$ cat config.mk
export PLATFORM = sky130hd
export DESIGN_NAME = dequant_loader
export DESIGN_NICKNAME = d
export VERILOG_FILES = /design/src/rtl/dequant_loader_pkg.sv /design/src/rtl/dequant_loader_lane_unpack.sv /design/src/rtl/dequant_loader.sv
export SDC_FILE = /design/constraint.sdc
export NUM_CORES = 1
export LEC_CHECK = 0
export CAP_MARGIN = 20
export CORE_AREA = 2 2 291 293
export CTS_CLUSTER_SIZE = 20
export DETAILED_ROUTE_END_ITERATION = 7
export DIE_AREA = 0 0 293 295
export GPL_TIMING_DRIVEN = 0
export PLACE_DENSITY_LB_ADDON = 0.2
export SYNTH_ARGS = -nofsm -noshare
export SYNTH_HDL_FRONTEND = slang
export SYNTH_SLANG_ARGS = --single-unit
export TNS_END_PERCENT = 1
$ cat constraint.sdc
create_clock -name clk -period 2.7 [get_ports clk]
set_input_delay 0.81 -clock clk [delete_from_list [all_inputs] [get_ports clk]]
set_output_delay 0.81 -clock clk [all_outputs]
set_load 0.02 [all_outputs]
$ cat src/rtl/dequant_loader_pkg.sv
// rtl/dequant_loader_pkg.sv - shared constants, FSM encoding and lane sign-extension for dequant_loader
//
// Purpose: default geometry of the dequant loader and the quantity derivations
// used by it (accumulator width, lanes per SRAM word, words per vector), the
// FSM state encoding, and a reusable 16-bit -> accumulator-width sign extender.
// Ports: none (package).
package dequant_loader_pkg;

  localparam int DEF_ARRAY_SIZE        = 32;
  localparam int DEF_SRAM_DATA_WIDTH   = 32;
  localparam int DEF_DATA_WIDTH        = 8;
  localparam int DEF_OUTPUT_DATA_WIDTH = 16;
  localparam int DEF_ADDR_WIDTH        = 10;
  localparam int DEF_VEC_CNT_WIDTH     = 8;

  // Accumulator width of the systolic array: product width plus guard bits.
  localparam int ORI_WIDTH      = 2 * DEF_DATA_WIDTH + 5;
  localparam int LANES_PER_WORD = DEF_SRAM_DATA_WIDTH / DEF_OUTPUT_DATA_WIDTH;
  localparam int WORDS_PER_VEC  = DEF_ARRAY_SIZE / LANES_PER_WORD;

  typedef enum logic [2:0] {
    ST_IDLE  = 3'd0,
    ST_FETCH = 3'd1,
    ST_DRAIN = 3'd2,
    ST_HOLD  = 3'd3,
    ST_FIN   = 3'd4
  } state_e;

  // Stored lanes are already saturated, so widening is a pure sign extension.
  function automatic logic [ORI_WIDTH-1:0] sign_extend_lane(
    input logic [DEF_OUTPUT_DATA_WIDTH-1:0] v
  );
    return {{(ORI_WIDTH - DEF_OUTPUT_DATA_WIDTH){v[DEF_OUTPUT_DATA_WIDTH-1]}}, v};
  endfunction

endpackage

$ cat src/rtl/dequant_loader_lane_unpack.sv
// rtl/dequant_loader_lane_unpack.sv - splits one SRAM word into sign-extended lanes with target lane indices
//
// Purpose: combinational unpack of one SRAM word. Lane j of the word sits in
// bits [j*OUTPUT_DATA_WIDTH +: OUTPUT_DATA_WIDTH] and belongs to vector lane
// LANES_PER_WORD*word_idx + j.
// Ports:
//   word_i      SRAM word
//   word_idx_i  index of that word within its vector
//   lanes_o     LANES_PER_WORD sign-extended lanes, lane j at [j*ORI_WIDTH +: ORI_WIDTH]
//   lane_idx_o  destination lane index of each, j at [j*LANE_IDX_WIDTH +: LANE_IDX_WIDTH]
module lane_unpack
  import dequant_loader_pkg::*;
#(
  parameter int SRAM_DATA_WIDTH   = DEF_SRAM_DATA_WIDTH,
  parameter int OUTPUT_DATA_WIDTH = DEF_OUTPUT_DATA_WIDTH,
  parameter int ORI_W             = ORI_WIDTH,
  parameter int WORD_IDX_WIDTH    = 4,
  parameter int LANE_IDX_WIDTH    = 5
) (
  input  logic [SRAM_DATA_WIDTH-1:0]                                      word_i,
  input  logic [WORD_IDX_WIDTH-1:0]                                       word_idx_i,
  output logic [(SRAM_DATA_WIDTH/OUTPUT_DATA_WIDTH)*ORI_W-1:0]            lanes_o,
  output logic [(SRAM_DATA_WIDTH/OUTPUT_DATA_WIDTH)*LANE_IDX_WIDTH-1:0]   lane_idx_o
);

  localparam int LPW = SRAM_DATA_WIDTH / OUTPUT_DATA_WIDTH;

  for (genvar j = 0; j < LPW; j++) begin : g_lane
    assign lanes_o[j*ORI_W +: ORI_W] =
      {{(ORI_W - OUTPUT_DATA_WIDTH){word_i[j*OUTPUT_DATA_WIDTH + OUTPUT_DATA_WIDTH - 1]}},
       word_i[j*OUTPUT_DATA_WIDTH +: OUTPUT_DATA_WIDTH]};
    assign lane_idx_o[j*LANE_IDX_WIDTH +: LANE_IDX_WIDTH] =
      LANE_IDX_WIDTH'(word_idx_i * LPW + j);
  end

endmodule

$ cat src/rtl/dequant_loader.sv
// rtl/dequant_loader.sv - reloads quantized results from SRAM as full-width signed lane vectors
//
// Purpose: reads WORDS_PER_VEC SRAM words per vector, sign-extends each 16-bit
// lane to accumulator width and presents the whole vector on a valid/ready port.
// Ports:
//   clk, srstn             clock, asynchronous active-low reset
//   start                  one-cycle request, honoured only when idle
//   base_addr, num_vec     first word address / vectors to load, latched on start
//   sram_ren, sram_raddr   SRAM read request (data returns one cycle later)
//   sram_rdata             SRAM read data
//   vec_data, vec_valid    assembled vector, lane i at [i*ORI_WIDTH +: ORI_WIDTH]
//   vec_ready              consumer accept
//   busy, done             activity flag, one-cycle completion pulse
module dequant_loader
  import dequant_loader_pkg::*;
#(
  parameter int ARRAY_SIZE        = DEF_ARRAY_SIZE,
  parameter int SRAM_DATA_WIDTH   = DEF_SRAM_DATA_WIDTH,
  parameter int DATA_WIDTH        = DEF_DATA_WIDTH,
  parameter int OUTPUT_DATA_WIDTH = DEF_OUTPUT_DATA_WIDTH,
  parameter int ADDR_WIDTH        = DEF_ADDR_WIDTH,
  parameter int VEC_CNT_WIDTH     = DEF_VEC_CNT_WIDTH,
  localparam int ORI_W            = 2 * DATA_WIDTH + 5
) (
  input  logic                        clk,
  input  logic                        srstn,
  input  logic                        start,
  input  logic [ADDR_WIDTH-1:0]       base_addr,
  input  logic [VEC_CNT_WIDTH-1:0]    num_vec,
  output logic                        sram_ren,
  output logic [ADDR_WIDTH-1:0]       sram_raddr,
  input  logic [SRAM_DATA_WIDTH-1:0]  sram_rdata,
  output logic [ARRAY_SIZE*ORI_W-1:0] vec_data,
  output logic                        vec_valid,
  input  logic                        vec_ready,
  output logic                        busy,
  output logic                        done
);

  localparam int LPW    = SRAM_DATA_WIDTH / OUTPUT_DATA_WIDTH;
  localparam int WPV    = ARRAY_SIZE / LPW;
  localparam int WIDX_W = $clog2(WPV);
  localparam int LIDX_W = $clog2(ARRAY_SIZE);

  state_e                    state_q;
  logic [ADDR_WIDTH-1:0]     base_q;
  logic [VEC_CNT_WIDTH-1:0]  num_vec_q;
  logic [VEC_CNT_WIDTH-1:0]  vec_cnt_q;
  logic [WIDX_W-1:0]         word_cnt_q;
  logic                      ren_q;
  logic [ADDR_WIDTH-1:0]     raddr_q;
  logic                      vec_valid_q;
  logic                      busy_q;
  logic                      done_q;

  // Word issued last cycle; its data is on sram_rdata this cycle.
  logic                      cap_valid_q;
  logic [WIDX_W-1:0]         cap_idx_q;
  logic [ORI_W-1:0]          lanes_q [ARRAY_SIZE];

  logic [LPW*ORI_W-1:0]      unpacked_d;
  logic [LPW*LIDX_W-1:0]     lane_idx_d;
  logic [VEC_CNT_WIDTH-1:0]  vec_cnt_inc_d;
  logic                      last_vec_d;
  logic                      last_word_d;

  assign vec_cnt_inc_d = VEC_CNT_WIDTH'(vec_cnt_q + 1'b1);
  assign last_vec_d    = (vec_cnt_inc_d == num_vec_q);
  assign last_word_d   = (word_cnt_q == WIDX_W'(WPV - 1));

  // Address arithmetic is modulo 2^ADDR_WIDTH; wrap-around is intentional.
  function automatic logic [ADDR_WIDTH-1:0] word_addr(
    input logic [ADDR_WIDTH-1:0]    b,
    input logic [VEC_CNT_WIDTH-1:0] v,
    input logic [WIDX_W-1:0]        w
  );
    return b + ADDR_WIDTH'(v) * ADDR_WIDTH'(WPV) + ADDR_WIDTH'(w);
  endfunction

  always_ff @(posedge clk or negedge srstn) begin
    if (!srstn) begin
      state_q     <= ST_IDLE;
      base_q      <= '0;
      num_vec_q   <= '0;
      vec_cnt_q   <= '0;
      word_cnt_q  <= '0;
      ren_q       <= 1'b0;
      raddr_q     <= '0;
      vec_valid_q <= 1'b0;
      busy_q      <= 1'b0;
      done_q      <= 1'b0;
    end else begin
      case (state_q)
        ST_IDLE: begin
          // busy_q is still set during the done cycle, which blocks a
          // back-to-back start until busy has actually fallen.
          done_q <= 1'b0;
          busy_q <= 1'b0;
          ren_q  <= 1'b0;
          if (start && !busy_q) begin
            base_q     <= base_addr;
            num_vec_q  <= num_vec;
            vec_cnt_q  <= '0;
            word_cnt_q <= '0;
            busy_q     <= 1'b1;
            if (num_vec == '0) begin
              state_q <= ST_FIN;
            end else begin
              state_q <= ST_FETCH;
              ren_q   <= 1'b1;
              raddr_q <= base_addr;
            end
          end
        end
        ST_FETCH: begin
          if (last_word_d) begin
            ren_q   <= 1'b0;
            state_q <= ST_DRAIN;
          end else begin
            word_cnt_q <= WIDX_W'(word_cnt_q + 1'b1);
            raddr_q    <= word_addr(base_q, vec_cnt_q, WIDX_W'(word_cnt_q + 1'b1));
          end
        end
        ST_DRAIN: begin
          // Last word lands in the lane bank on this edge.
          vec_valid_q <= 1'b1;
          state_q     <= ST_HOLD;
        end
        ST_HOLD: begin
          if (vec_ready) begin
            vec_valid_q <= 1'b0;
            if (last_vec_d) begin
              state_q <= ST_FIN;
            end else begin
              vec_cnt_q  <= vec_cnt_inc_d;
              word_cnt_q <= '0;
              ren_q      <= 1'b1;
              raddr_q    <= word_addr(base_q, vec_cnt_inc_d, '0);
              state_q    <= ST_FETCH;
            end
          end
        end
        ST_FIN: begin
          done_q  <= 1'b1;
          state_q <= ST_IDLE;
        end
        default: begin
          state_q <= ST_IDLE;
        end
      endcase
    end
  end

  lane_unpack #(
    .SRAM_DATA_WIDTH  (SRAM_DATA_WIDTH),
    .OUTPUT_DATA_WIDTH(OUTPUT_DATA_WIDTH),
    .ORI_W            (ORI_W),
    .WORD_IDX_WIDTH   (WIDX_W),
    .LANE_IDX_WIDTH   (LIDX_W)
  ) u_lane_unpack (
    .word_i    (sram_rdata),
    .word_idx_i(cap_idx_q),
    .lanes_o   (unpacked_d),
    .lane_idx_o(lane_idx_d)
  );

  always_ff @(posedge clk or negedge srstn) begin
    if (!srstn) begin
      cap_valid_q <= 1'b0;
      cap_idx_q   <= '0;
      for (int i = 0; i < ARRAY_SIZE; i++) begin
        lanes_q[i] <= '0;
      end
    end else begin
      cap_valid_q <= ren_q;
      cap_idx_q   <= word_cnt_q;
      if (cap_valid_q) begin
        for (int j = 0; j < LPW; j++) begin
          lanes_q[lane_idx_d[j*LIDX_W +: LIDX_W]] <= unpacked_d[j*ORI_W +: ORI_W];
        end
      end
    end
  end

  for (genvar i = 0; i < ARRAY_SIZE; i++) begin : g_vec
    assign vec_data[i*ORI_W +: ORI_W] = lanes_q[i];
  end

  assign sram_ren   = ren_q;
  assign sram_raddr = raddr_q;
  assign vec_valid  = vec_valid_q;
  assign busy       = busy_q;
  assign done       = done_q;

endmodule

; Yosys cells after proc, flatten, opt, wreduce, memory -nomap -nowiden
; Cells that the tools add are included.
; Widths: inputs -> output; s select.
[classes]
n_bitwise = 2
n_eq_ne = 12
n_reduce_logical = 17
n_lt_le_gt_ge = 4
muxes = 37
addsub = 6
[op_table]
columns = op, n
row1 = $bwmux 672, 2
row2 = $demux 21 s5, 2
row3 = $mux 10, 5
row4 = $mux 21, 2
row5 = $pmux 10 s3, 1
row6 = $mux 8, 3
row7 = $add 10x10->10, 2
row8 = $mux 4, 4
row9 = $pmux 8 s2, 1
row10 = $mux 3, 5
row11 = $ge 6x6->1 const B, 2
row12 = $lt 6x1->1 const B, 2
row13 = $ne 2x2->1 const B, 6
row14 = $not 5->6, 2
row15 = $pmux 3 s4, 1
row16 = $pmux 4 s3, 1
row17 = $add 10x4->10, 1
row18 = $add 8x1->8 const B, 1
row19 = $eq 8x8->1, 1
row20 = $logic_not 8->1, 1
row21 = $reduce_and 4->1, 2
row22 = $mux 1, 7
row23 = $eq 3x2->1 const B, 2
row24 = $reduce_and 6->1, 1
row25 = 15 further kinds, 21
[totals]
regBits = 724
inputBits = 54
wordCells = 122
out_inout_bits = 686

; Longest topological paths before layout
[depth]
word_depth = 7
ltp_mapped = 10
mapped_depth_nobuf = 10

; Cells and area by module
; A second synthesis with hierarchy kept.
[unflattened]
cells_unflattened = 3573
area_unflattened_um2 = 35052.4
[modules_own_cells]
columns = module, seq_area_each_um2, n_inst, cells_each, area_each_um2
row1 = dequant_loader, 18117.4, 1, 3519, 34654.5
row2 = lane_unpack, 0.0, 1, 54, 397.9

; Worst setup path after synthesis
; No wires, ideal clock.
[synth_timing]
path_kind = flip-flop to flip-flop
from = register word_cnt_q[0]
to = register raddr_q[8] (netlist: sram_raddr[8])
path_buffers = 0
path_slack_ns = 0.283
t_arrival_ns = 2.351
setup_time_ns = 0.066
stages_incl_launch_ff = 10
synth_period_minus_slack_ns = 2.417
t_required_ns = 2.634
cell_sequence = dfrtp_1 > ha_1 > xor2_1 > ha_1 > nor2b_1 > o31a_1 > o221a_2 > o21a_1 > o311ai_0 > a22o_1
[synth_via]
elab_chain_len = 4
word_cells_on_any_way = 7
classes_between = 2 x add/sub / 2 x eq/ne / 2 x mux / 1 x reduce/logical
[synth_rtl]
columns = element, line
row1 = from (decl), dequant_loader.sv:49  ; logic [WIDX_W-1:0] word_cnt_q;
row2 = from (signal assigned), dequant_loader.sv:120  ; word_cnt_q <= WIDX_W'(word_cnt_q + 1'b1);
row3 = $add 4x1->4, dequant_loader.sv:121  ; raddr_q <= word_addr(base_q, vec_cnt_q, WIDX_W'(word_cnt_q + 1'b1));
row4 = $add 10x4->10, dequant_loader.sv:77  ; return b + ADDR_WIDTH'(v) * ADDR_WIDTH'(WPV) + ADDR_WIDTH'(w);
row5 = $mux 10, dequant_loader.sv:116  ; if (last_word_d) begin
row6 = $pmux 10 s3, dequant_loader.sv:93  ; case (state_q)
row7 = to (signal assigned), dequant_loader.sv:111  ; raddr_q <= base_addr;
row8 = to (signal assigned), dequant_loader.sv:121
row9 = to (signal assigned), dequant_loader.sv:138  ; raddr_q <= word_addr(base_q, vec_cnt_inc_d, '0);
row10 = to (decl), dequant_loader.sv:51  ; logic [ADDR_WIDTH-1:0] raddr_q;
; Parallel ways exist; a longest one is shown, timed or not. The select of a mux whose other input is x is not followed.
; A chain may end at the register's enable or synchronous reset.

; Worst setup path in the final report
[layout_timing]
from = register cap_idx_q[1]
to = register lanes_q, in the netlist vec_data[382]
[layout_via]
elab_chain_len = 7
word_cells_on_any_way = 15
classes_between = 1 x add/sub / 4 x order compare / 6 x mux / 2 x bitwise / 2 x reduce/logical
[layout_rtl]
columns = element, line
row1 = from (decl), dequant_loader.sv:58  ; logic [WIDX_W-1:0] cap_idx_q;
row2 = from (signal assigned), dequant_loader.sv:176  ; cap_idx_q <= word_cnt_q;
row3 = $add 5x1->5 / $not 5->6 (equally long branches), "dequant_loader_lane_unpack.sv:33, dequant_loader.sv:179"
row4 = "$not 5->6 (not written as such), or another cell as far along", dequant_loader.sv:179  ; lanes_q[lane_idx_d[j*LIDX_W +: LIDX_W]] <= unpacked_d[j*ORI_W +: ORI_W];
row5 = "$ge 6x6->1 (not written as such), or another cell as far along", dequant_loader.sv:179
row6 = $logic_and 1x1->1 (not written as such) / $mux 21 (equally long branches), dequant_loader.sv:179
row7 = $mux 21 (not written as such) / $demux 21 s5 (equally long branches), dequant_loader.sv:179
row8 = $demux 21 s5 / $bwmux 672 (equally long branches), dequant_loader.sv:179
row9 = $bwmux 672 *, dequant_loader.sv:179
row10 = "to (signal, indexed assignment)", dequant_loader.sv:179
row11 = to (decl), dequant_loader.sv:59  ; logic [ORI_W-1:0] lanes_q [ARRAY_SIZE];
; Every way passes the cells marked *; elsewhere a longest branch is shown, timed or not.

==> results.toml <==
[synthesis]
synth_cell_types = 66
syn_inst = 1629
synth_common_cells = "dfrtp_1 (564), mux2_2 (527), buf_4 (160), clkbuf_1 (77), nor2_1 (33)"
synth_ff_type = "dfrtp_1"
synth.top_cell.area_share_pct = 59.97
syn_area_sq_mm = 0.02353
yosys.area.top_type = "dfrtp_1"
ys_warn_count = 0
synth_most_common_cell = "dfrtp_1"
seq_area_frac_synth_pct = 59.97
avgSynthCellArea_sq_um = 14.45
synth_nets = 1701
synth_edf_count = 0
synth_area_leaders = "dfrtp_1 (60%), mux2_2 (25%), buf_4 (5.1%)"
ys_ff_latch = 564
synthArstFlopShare_pct = 100.0

[drt]
postRouteAntennaNets = 0
drt-met1-wl_um = 33550
drc_errors = 0
dr_wl_met3_um = 4571
avgViaCountPerCell = 4.506
vias = 16100
wl_met2_um = 43840
wl_per_cell_um = 23.64
postRouteWirelength_um = 84510
drt_first_pass_iters = 5
top_layer = "met5"
first_iter_violations = 780

[power_and_ir_drop]
total_leakage_power_nw = 15.16
p_total_mw = 48.49
peakVddDrop_mv = 0.5983
p_per_area_mw_per_mm2 = 1394

[cells_and_area]
syn_to_final_growth_pct = 47.80
finalNonFillerCells = 3574
antenna-diode-count = 0
drive_above_1_share_pct = 34.24
fin_nets = 2514

[status]
status = "finished clean"

[clock_tree]
clock_sinks = 564
cts.htree.levels = 3
cts_made_buffers = 68
cts_tree = "yes"
cts_buffer_depth = 3
clk_pin_slew_ns = 0.06
clk_latency_ns = 0.61
cts_hold_buf = 0
cts_root_buffer = "clkbuf_16"

[sta]
tns_ns = 0
rsz0062_at_grt = "yes"
clock.fmax_mhz = 379.5
fin_ws_ns = 0.06506
hold_viol_final = 0
relSlewSlack_pct = 30.88
fin_crit_sh_pct = 97.59
post-route-min-period_ns = 2.635
tightest_slew_ns = 1.037
drv_slew = 0
setup_viol = 0
fin_worst_skew_ns = 0.02708

[die]
placementRows = 106
die_y_um = 295
initial_core_util_pct = 28.30
die_x_um = 293
core_area_sq_mm = 0.08316
die_area_sq_mm = 0.08644
io_pins = 740

[placed_design]
place_inst = 3452
hpwl_um = 64400
gp_congestion = 0.8064
portBuffers = 739
post-place-ws_ns = -0.4233

[worst_setup_path]
critPathKind = "flip-flop to flip-flop"
path_cells = "clkbuf_1, nand2b_1, nor2_1, clkbuf_1, mux2_2"
cp_common_cell = "clkbuf_1"
end_kind = "flip-flop"
cp.required_ns = 3.19
slowest_delay_ns = 0.65
cp_slowest_cell = "nor2_1"
cp_top_family = "simple AND/OR/NAND/NOR gates"
arrival_ns = 3.12
startpoint_type = "flip-flop"
critPathMaxFanout = 10
path_buf_inv = 2

[global_route]
grt_overflow_total = 0
grt_pass1_vias = 16330
grt_max_degree = 123
grt_pass1_wl_um = 120400
antenna_found_initial = 4
grt_usage_pct = 19.06

[hold_path]
timing.hold.worst.class = "input pin to async pin"

[run]
drv_cap = 0
power by group:
part / internal, mW / switching (mW) / leakage (nW)
logic: 12.5 / 12.2 / 6.97
clock network: 5.59 / 3.73 / 1.13
registers: 12.1 / 2.34 / 7.07
layout by cell type (no fill, tap or decap), types with 5 or more instances in the layout:
cell type | Yosys | layout
ha_1 | 16 | 14
xnor2_1 | 12 | 12
buf_1 | 16 | 14
clkbuf_8 | 0 | 18
o21a_1 | 6 | 6
buf_4 | 160 | 161
or3_1 | 6 | 6
clkdlybuf4s50_1 | 0 | 737
clkbuf_16 | 0 | 68
nand3_1 | 10 | 10
a21o_1 | 5 | 5
nand2b_1 | 7 | 7
dfrtp_1 | 564 | 545
nand2_1 | 31 | 31
buf_2 | 5 | 5
nor2_1 | 33 | 31
mux2_2 | 527 | 527
dfrtp_2 | 0 | 19
o31ai_1 | 6 | 6
clkbuf_2 | 0 | 10
clkbuf_1 | 77 | 85
nor3_1 | 10 | 9
xor2_1 | 6 | 6
and3_1 | 6 | 6
o21ai_0 | 29 | 29
clkinv_2 | 0 | 5
inv_1 | 11 | 11
a21oi_1 | 21 | 20
path summary, 6_finish.rpt:
check,endpoint,from,cells past startpoint,slack [ns]
max,vec_data[382],cap_idx_q[1],5,0.07
min,vec_data[262],srstn,1,0.25
max reg2reg,vec_data[382],cap_idx_q[1],5,0.07
min reg2reg,cap_idx_q[1],word_cnt_q[1],0,0.45
max in group asynchronous,vec_data[31],srstn,3,0.73
min in group clk,cap_idx_q[1],word_cnt_q[1],0,0.45
flip-flops by register name (all words and copies together), names as in the netlist, 3 cells and up:
register and flops:
cap_idx_q 4, sram_raddr 10, state_q 3, vec_data 512, num_vec_q 8, word_cnt_q 4
base_q 10, vec_cnt_q 8
what timing repair did:
action	CTS	global route
gates resized for setup	28	14
buffers inserted	0	0
pin swaps	1	1
hold endpoints to repair	0	0
endpoints found under the setup margin	176	154
cell families (layout without fill, tap and decap cells):
| logic type | Yosys count | after routing | share of synthesized area (%) |
|---|---|---|---|
| flip-flops | 564 | 564 | 59.97 |
| AND/OR/NAND/NOR | 121 | 121 | 2.509 |
| buffers and inverters | 271 | 1136 | 6.965 |
| AO/OA/AOI/OAI | 100 | 100 | 3.015 |
| adder cells (fa/ha/maj) | 18 | 18 | 1.021 |
| XOR/XNOR | 21 | 21 | 0.9623 |
| multiplexers | 534 | 534 | 25.56 |
layout make-up:
type / instances / area, sq um
plain buffers: 260 / 1610
clock buffers: 102 / 2009
clock inverters: 20 / 297.8
fillers: 7721 / 48380
inverters: 11 / 41.29
multi-input cells: 794 / 7825
flip-flops and latches: 564 / 14140
well taps: 1080 / 1351
repair buffers: 743 / 7510
metal layers:
| layer | GRT usage (%) | vias to the layer above |
|---|---|---|
| met4 | 6.316 | 2 |
| met5 | 0 | - |
| met2 | 34.18 | 485 |
| met1 | 22.48 | 8326 |
| met3 | 4.330 | 115 |
| li1 | - | 7176 |
through the flow:
step | hold slack (ns) | util (%) | instance area (sq um)
2_1_floorplan | 0.3979 | - | 23530
3_3_place_gp | 0.4209 | 38.82 | 32280
3_5_place_dp | 0.4336 | 38.96 | 32400
4_1_cts | 0.2860 | 41.80 | 34760
5_1_grt | 0.3150 | 41.83 | 34780
6_report | 0.2518 | 41.83 | 34780
Note: power is estimated with default switching activity, not from simulation.
